--- src/rtl/opll_write_sequencer.sv ---
// Queued register-write host for the OPLL CPU port: buffers (address, data)
// requests and replays them as paced address/data bus cycles.
module opll_write_sequencer #(
    parameter int FIFO_DEPTH     = 4,
    parameter int WR_PULSE       = 2,
    parameter int ADDR_WAIT      = 12,
    parameter int DATA_WAIT      = 84,
    parameter int SKIP_SAME_ADDR = 1
) (
    input  logic                          clk,
    input  logic                          rst,
    input  logic                          req_valid,
    output logic                          req_ready,
    input  logic [7:0]                    req_addr,
    input  logic [7:0]                    req_data,
    output logic [7:0]                    din,
    output logic                          a0,
    output logic                          cs_n,
    output logic                          wr_n,
    output logic                          busy,
    output logic [$clog2(FIFO_DEPTH):0]   fifo_level
);

    localparam int PTR_W   = $clog2(FIFO_DEPTH);
    localparam int LVL_W   = PTR_W + 1;
    localparam int MAX_AW  = (WR_PULSE > ADDR_WAIT) ? WR_PULSE : ADDR_WAIT;
    localparam int CNT_MAX = (MAX_AW > DATA_WAIT) ? MAX_AW : DATA_WAIT;
    localparam int CNT_W   = (CNT_MAX > 1) ? $clog2(CNT_MAX) : 1;

    localparam logic [CNT_W-1:0] PULSE_LOAD = CNT_W'(WR_PULSE - 1);
    localparam logic [CNT_W-1:0] AWAIT_LOAD = CNT_W'((ADDR_WAIT > 0) ? ADDR_WAIT - 1 : 0);
    localparam logic [CNT_W-1:0] DWAIT_LOAD = CNT_W'((DATA_WAIT > 0) ? DATA_WAIT - 1 : 0);
    localparam logic [LVL_W-1:0] FULL_LEVEL = LVL_W'(FIFO_DEPTH);

    typedef enum logic [2:0] {
        S_IDLE,
        S_ADDR_SETUP,
        S_ADDR_STROBE,
        S_ADDR_WAIT,
        S_DATA_SETUP,
        S_DATA_STROBE,
        S_DATA_WAIT
    } state_t;

    state_t             state;
    logic [15:0]        mem [FIFO_DEPTH];
    logic [PTR_W-1:0]   wr_ptr;
    logic [PTR_W-1:0]   rd_ptr;
    logic [LVL_W-1:0]   count;
    logic [CNT_W-1:0]   cnt;
    logic [7:0]         hold_addr;
    logic [7:0]         hold_data;
    logic [7:0]         last_addr;
    logic               last_valid;

    logic               push;
    logic               pop;
    logic [7:0]         head_addr;
    logic [7:0]         head_data;
    logic               skip_addr;

    // Readiness looks only at the stored count, never at a same-cycle pop.
    assign req_ready  = (count != FULL_LEVEL);
    assign push       = req_valid && req_ready;
    assign pop        = (state == S_IDLE) && (count != '0);
    assign busy       = (state != S_IDLE) || (count != '0);
    assign fifo_level = count;
    assign head_addr  = mem[rd_ptr][15:8];
    assign head_data  = mem[rd_ptr][7:0];
    assign skip_addr  = (SKIP_SAME_ADDR != 0) && last_valid && (head_addr == last_addr);

    always_ff @(posedge clk) begin
        if (push) begin
            mem[wr_ptr] <= {req_addr, req_data};
        end
    end

    always_ff @(posedge clk) begin
        if (rst) begin
            wr_ptr <= '0;
            rd_ptr <= '0;
            count  <= '0;
        end else begin
            if (push) begin
                wr_ptr <= wr_ptr + 1'b1;
            end
            if (pop) begin
                rd_ptr <= rd_ptr + 1'b1;
            end
            case ({push, pop})
                2'b10:   count <= count + 1'b1;
                2'b01:   count <= count - 1'b1;
                default: count <= count;
            endcase
        end
    end

    // Bus outputs are loaded on the edge that enters each state, so every
    // pin is a flop and strobes never glitch.
    always_ff @(posedge clk) begin
        if (rst) begin
            state      <= S_IDLE;
            cnt        <= '0;
            hold_addr  <= '0;
            hold_data  <= '0;
            last_addr  <= '0;
            last_valid <= 1'b0;
            din        <= '0;
            a0         <= 1'b0;
            cs_n       <= 1'b1;
            wr_n       <= 1'b1;
        end else begin
            case (state)
                S_IDLE: begin
                    if (pop) begin
                        hold_addr <= head_addr;
                        hold_data <= head_data;
                        cs_n      <= 1'b0;
                        wr_n      <= 1'b1;
                        if (skip_addr) begin
                            state <= S_DATA_SETUP;
                            din   <= head_data;
                            a0    <= 1'b1;
                        end else begin
                            state <= S_ADDR_SETUP;
                            din   <= head_addr;
                            a0    <= 1'b0;
                        end
                    end
                end

                S_ADDR_SETUP: begin
                    state <= S_ADDR_STROBE;
                    wr_n  <= 1'b0;
                    cnt   <= PULSE_LOAD;
                end

                S_ADDR_STROBE: begin
                    if (cnt == '0) begin
                        last_addr  <= hold_addr;
                        last_valid <= 1'b1;
                        wr_n       <= 1'b1;
                        if (ADDR_WAIT == 0) begin
                            state <= S_DATA_SETUP;
                            din   <= hold_data;
                            a0    <= 1'b1;
                            cs_n  <= 1'b0;
                        end else begin
                            state <= S_ADDR_WAIT;
                            cs_n  <= 1'b1;
                            cnt   <= AWAIT_LOAD;
                        end
                    end else begin
                        cnt <= cnt - 1'b1;
                    end
                end

                S_ADDR_WAIT: begin
                    if (cnt == '0) begin
                        state <= S_DATA_SETUP;
                        din   <= hold_data;
                        a0    <= 1'b1;
                        cs_n  <= 1'b0;
                        wr_n  <= 1'b1;
                    end else begin
                        cnt <= cnt - 1'b1;
                    end
                end

                S_DATA_SETUP: begin
                    state <= S_DATA_STROBE;
                    wr_n  <= 1'b0;
                    cnt   <= PULSE_LOAD;
                end

                S_DATA_STROBE: begin
                    if (cnt == '0) begin
                        wr_n <= 1'b1;
                        cs_n <= 1'b1;
                        if (DATA_WAIT == 0) begin
                            state <= S_IDLE;
                        end else begin
                            state <= S_DATA_WAIT;
                            cnt   <= DWAIT_LOAD;
                        end
                    end else begin
                        cnt <= cnt - 1'b1;
                    end
                end

                S_DATA_WAIT: begin
                    if (cnt == '0) begin
                        state <= S_IDLE;
                    end else begin
                        cnt <= cnt - 1'b1;
                    end
                end

                default: begin
                    state <= S_IDLE;
                    cs_n  <= 1'b1;
                    wr_n  <= 1'b1;
                end
            endcase
        end
    end

endmodule
--- config.mk ---
export PLATFORM = sky130hd
export DESIGN_NAME = opll_write_sequencer
export DESIGN_NICKNAME = d
export VERILOG_FILES = /design/src/rtl/opll_write_sequencer.sv
export SDC_FILE = /design/constraint.sdc
export NUM_CORES = 1
export LEC_CHECK = 0
export BUFFER_PORTS_ARGS = -buffer_cell sky130_fd_sc_hd__buf_2
export CAP_MARGIN = 20
export CORE_MARGIN = 1.5
export CORE_UTILIZATION = 55
export DETAILED_ROUTE_END_ITERATION = 8
export HOLD_SLACK_MARGIN = 0.15
export PLACE_DENSITY = 0.76
export REMOVE_ABC_BUFFERS = 1
export SYNTH_ARGS = -nofsm -noshare
export SYNTH_HDL_FRONTEND = slang
export SYNTH_SLANG_ARGS = --single-unit
--- constraint.sdc ---
create_clock -name clk -period 3.1 [get_ports clk]
set_input_delay 0.31 -clock clk [delete_from_list [all_inputs] [get_ports clk]]
set_output_delay 0.31 -clock clk [all_outputs]
set_load 0.02 [all_outputs]
==> impl_metrics.tcl <==
set metrics [dict create \
    status "completed" \
    ys_dominant_reg_cell "edfxtp_1" \
    hold_viol 0 \
    dpl.hpwl_microns 6590 \
    cts_tree "done" \
    period_minus_slack_ns 2.62 \
    postSynth.asyncResetShare_pct 0 \
    cp-end-kind "register" \
    seq_area_frac_synth_pct 59.2 \
    drive_gt1_share_pct 19.8 \
    nets 518 \
    rows 34 \
    clkSinkCount 119 \
    powerDensity_mw_per_mm2 1010 \
    ys_seq_elements 119 \
    cts_setup_buffers 0 \
    die_x_microns 99.4 \
    cp-start-kind "register" \
    drt-total-wl_microns 10900 \
    drc 0 \
    clk_latency_ns 0.52 \
    synth_edf_count 64 \
    nFillCells 609 \
    gp_congestion 0.797 \
    syn_area_sq_mm 0.00511 \
    drt_iter0_markers 212 \
    synth.distinct_cells 47 \
    finClkSkew_ns 0.00690 \
    grt_pass1_wl_microns 17900 \
    cap_viol_max_count 0 \
    routedWlPerCell_microns 17.7 \
    num_antenna_cells 0 \
    fmax_ghz 0.382 \
    grt.total_usage_pct 24.1 \
    ctsHoldBuffers 16 \
    rsz0062_at_grt "no" \
    root_buffer "clkbuf_8" \
    grt_pass1_vias 3548 \
    r2r_slack_ns 0.48 \
    numPortBuffers 34 \
    pin_count 35 \
    areaGrowthSynthToFinish_pct 19.6 \
    grt_start_max_net_pins 36 \
    avgSynthCellArea_sq_um 11.7 \
    yosys.area.top_type_share_pct 37.6 \
    clk_pin_slew_ns 0.07 \
    die_h_microns 99.4 \
    setup_tns_ns 0 \
    post-route-util_pct 69.0 \
    ys_top_cells_by_area "edfxtp_1 38%, dfxtp_1 22%, mux4_2 6.6%, mux2i_1 4.1%, nand2_1 4.0%" \
    peakVddDrop_v 0.000635 \
    tightest_slew_ns 0.853 \
    p_int_mw 3.84 \
    period_share_pct 84.5 \
    detail-route-antenna-nets 0 \
    cts_max_path_buffers 2 \
    worstSetupPathType "reg -> reg" \
    switching_power_mw 2.32 \
    seq_power_share_pct 36.2 \
    p_leak_nw 2.18 \
    syn_inst 435 \
    cp.required_ns 3.49 \
    ctsResizeCount 0 \
    die_area_sq_mm 0.00988 \
    start_util_pct 57.7 \
    pwr-share-comb_pct 33.6 \
    setup-violations-final 0 \
    multi_input_area_sq_mm 0.00191 \
    numCtsBuffers 17 \
    core_region_area_sq_mm 0.00885 \
    antenna_found_initial 0 \
    critPathArrivalTime_ns 3.01 \
    crit_fanout 11 \
    relSlewSlack_pct 43.1 \
    h-tree-depth 4 \
    via_per_inst 5.73 \
    ys_warn_count 0 \
    drv_slew 0 \
    hold_path.class "in -> reg" \
    vias 3508 \
    ff_latch_area_sq_mm 0.00302 \
    clkPwrFrac_pct 30.2 \
    first_pass_iters 4 \
    overflow 0 \
    yosys.area.top_type "edfxtp_1" \
    swShare_pct 37.6 \
]
## state kept, by name, summed over array words and instances, names as in the netlist, named ones only
name and flops:
cnt 7, wr_ptr 2, mem 64, fifo_level 3
hold_data 8, state 3, wr_n 1, a0 1
hold_addr 8, din 8, rd_ptr 2, last_valid 1
cs_n 1, last_addr 8
## placed cells by master, fill, tap and decap left out, types with 3 or more instances in the layout
master,count
edfxtp_1,64
dfxtp_1,55
nand2_1,54
nor2_1,45
a21oi_1,37
buf_2,34
mux2i_1,21
clkbuf_16,16
dlygate4sd3_1,16
mux4_2,15
buf_4,12
inv_1,11
o21ai_0,11
xnor2_1,11
o22ai_1,9
nor3_1,7
and3_1,7
xor2_1,7
ha_1,7
nand3_1,6
inv_6,6
o21ai_1,4
inv_8,4
inv_2,3
a31oi_1,3
maj3_1,3
clkinvlp_4,3
## power by group through the flow
stage | registers [mW] | clock network (mW) | logic, mW
after global routing | 2.27 | 1.95 | 2.30
after floorplan | 2.34 | 0 | 1.32
after global placement | 2.24 | 0 | 1.96
after CTS | 2.23 | 1.88 | 2.06
final | 2.23 | 1.86 | 2.07
after detailed placement | 2.26 | 0 | 2.01
## synthesized netlist by cell type, types with 3 or more instances
library cell  instances
edfxtp_1             64
dfxtp_1              55
nand2_1              54
nor2_1               45
a21oi_1              37
mux2i_1              21
clkbuf_1             16
mux4_2               15
inv_1                11
o21ai_0              11
xnor2_1              11
o22ai_1               9
and3_1                7
ha_1                  7
nor3_1                7
xor2_1                7
nand3_1               6
buf_2                 4
o21ai_1               4
a31oi_1               3
buf_6                 3
inv_2                 3
maj3_1                3
## per-layer routing
layer  routed length [microns]  global-route usage, %  vias to the layer above
li1                          -                      -                     1694
met1                      4550                   29.6                     1693
met2                      5570                   40.8                       98
met3                       531                   6.61                       23
met4                       199                   9.64                        0
met5                         0                      0                        -
## critical path, stage by stage (launching register included)
cell	delay [ns]
dfxtp_1	0.63
mux4_2	0.63
xnor2_1	0.19
nand4_1	0.18
a2111oi_4	0.22
buf_4	0.27
mux2i_1	0.26
o22ai_1	0.10
## cells by family (layout without fill, tap and decap cells)
family,Yosys count,in the layout,synth area share (%)
AND/OR/NAND/NOR,131,131,10.9
adder cells (fa/ha/maj),11,11,2.69
XOR/XNOR,18,18,3.09
buffers and inverters,39,108,3.40
flip-flops,119,119,59.2
multiplexers,38,38,11.2
AO/OA/AOI/OAI,79,79,9.53
## stage by stage
step,cell area [sq um],hold WS [ns],instances,total power [mW],setup slack (ns)
global placement,5380,0.442,564,4.20,0.634
finish,6110,0.171,612,6.16,0.481
floorplan,4990,0.379,410,3.66,0.0959
global route,6110,0.176,612,6.53,0.297
CTS,6110,0.163,612,6.17,0.471
detailed placement,5380,0.448,564,4.27,0.506
## layout make-up
type,count,share of cell area (%)
Clock buffer,17,6.78
Clock inverter,15,2.50
Inverter,14,0.860
Multi-Input combinational cell,277,31.3
Sequential cell,119,49.5
Tap cell,108,2.21
Timing Repair Buffer,62,6.88
## final timing paths
kind | start | end | cells past startpoint
setup / recovery | register | din[4] | 7
hold / removal | rst | fifo_level[0] | 2
setup reg to reg | register | din[4] | 7
hold reg to reg | hold_addr[1] | hold_addr[1] | 2
Power figures use the tool's default switching activity.
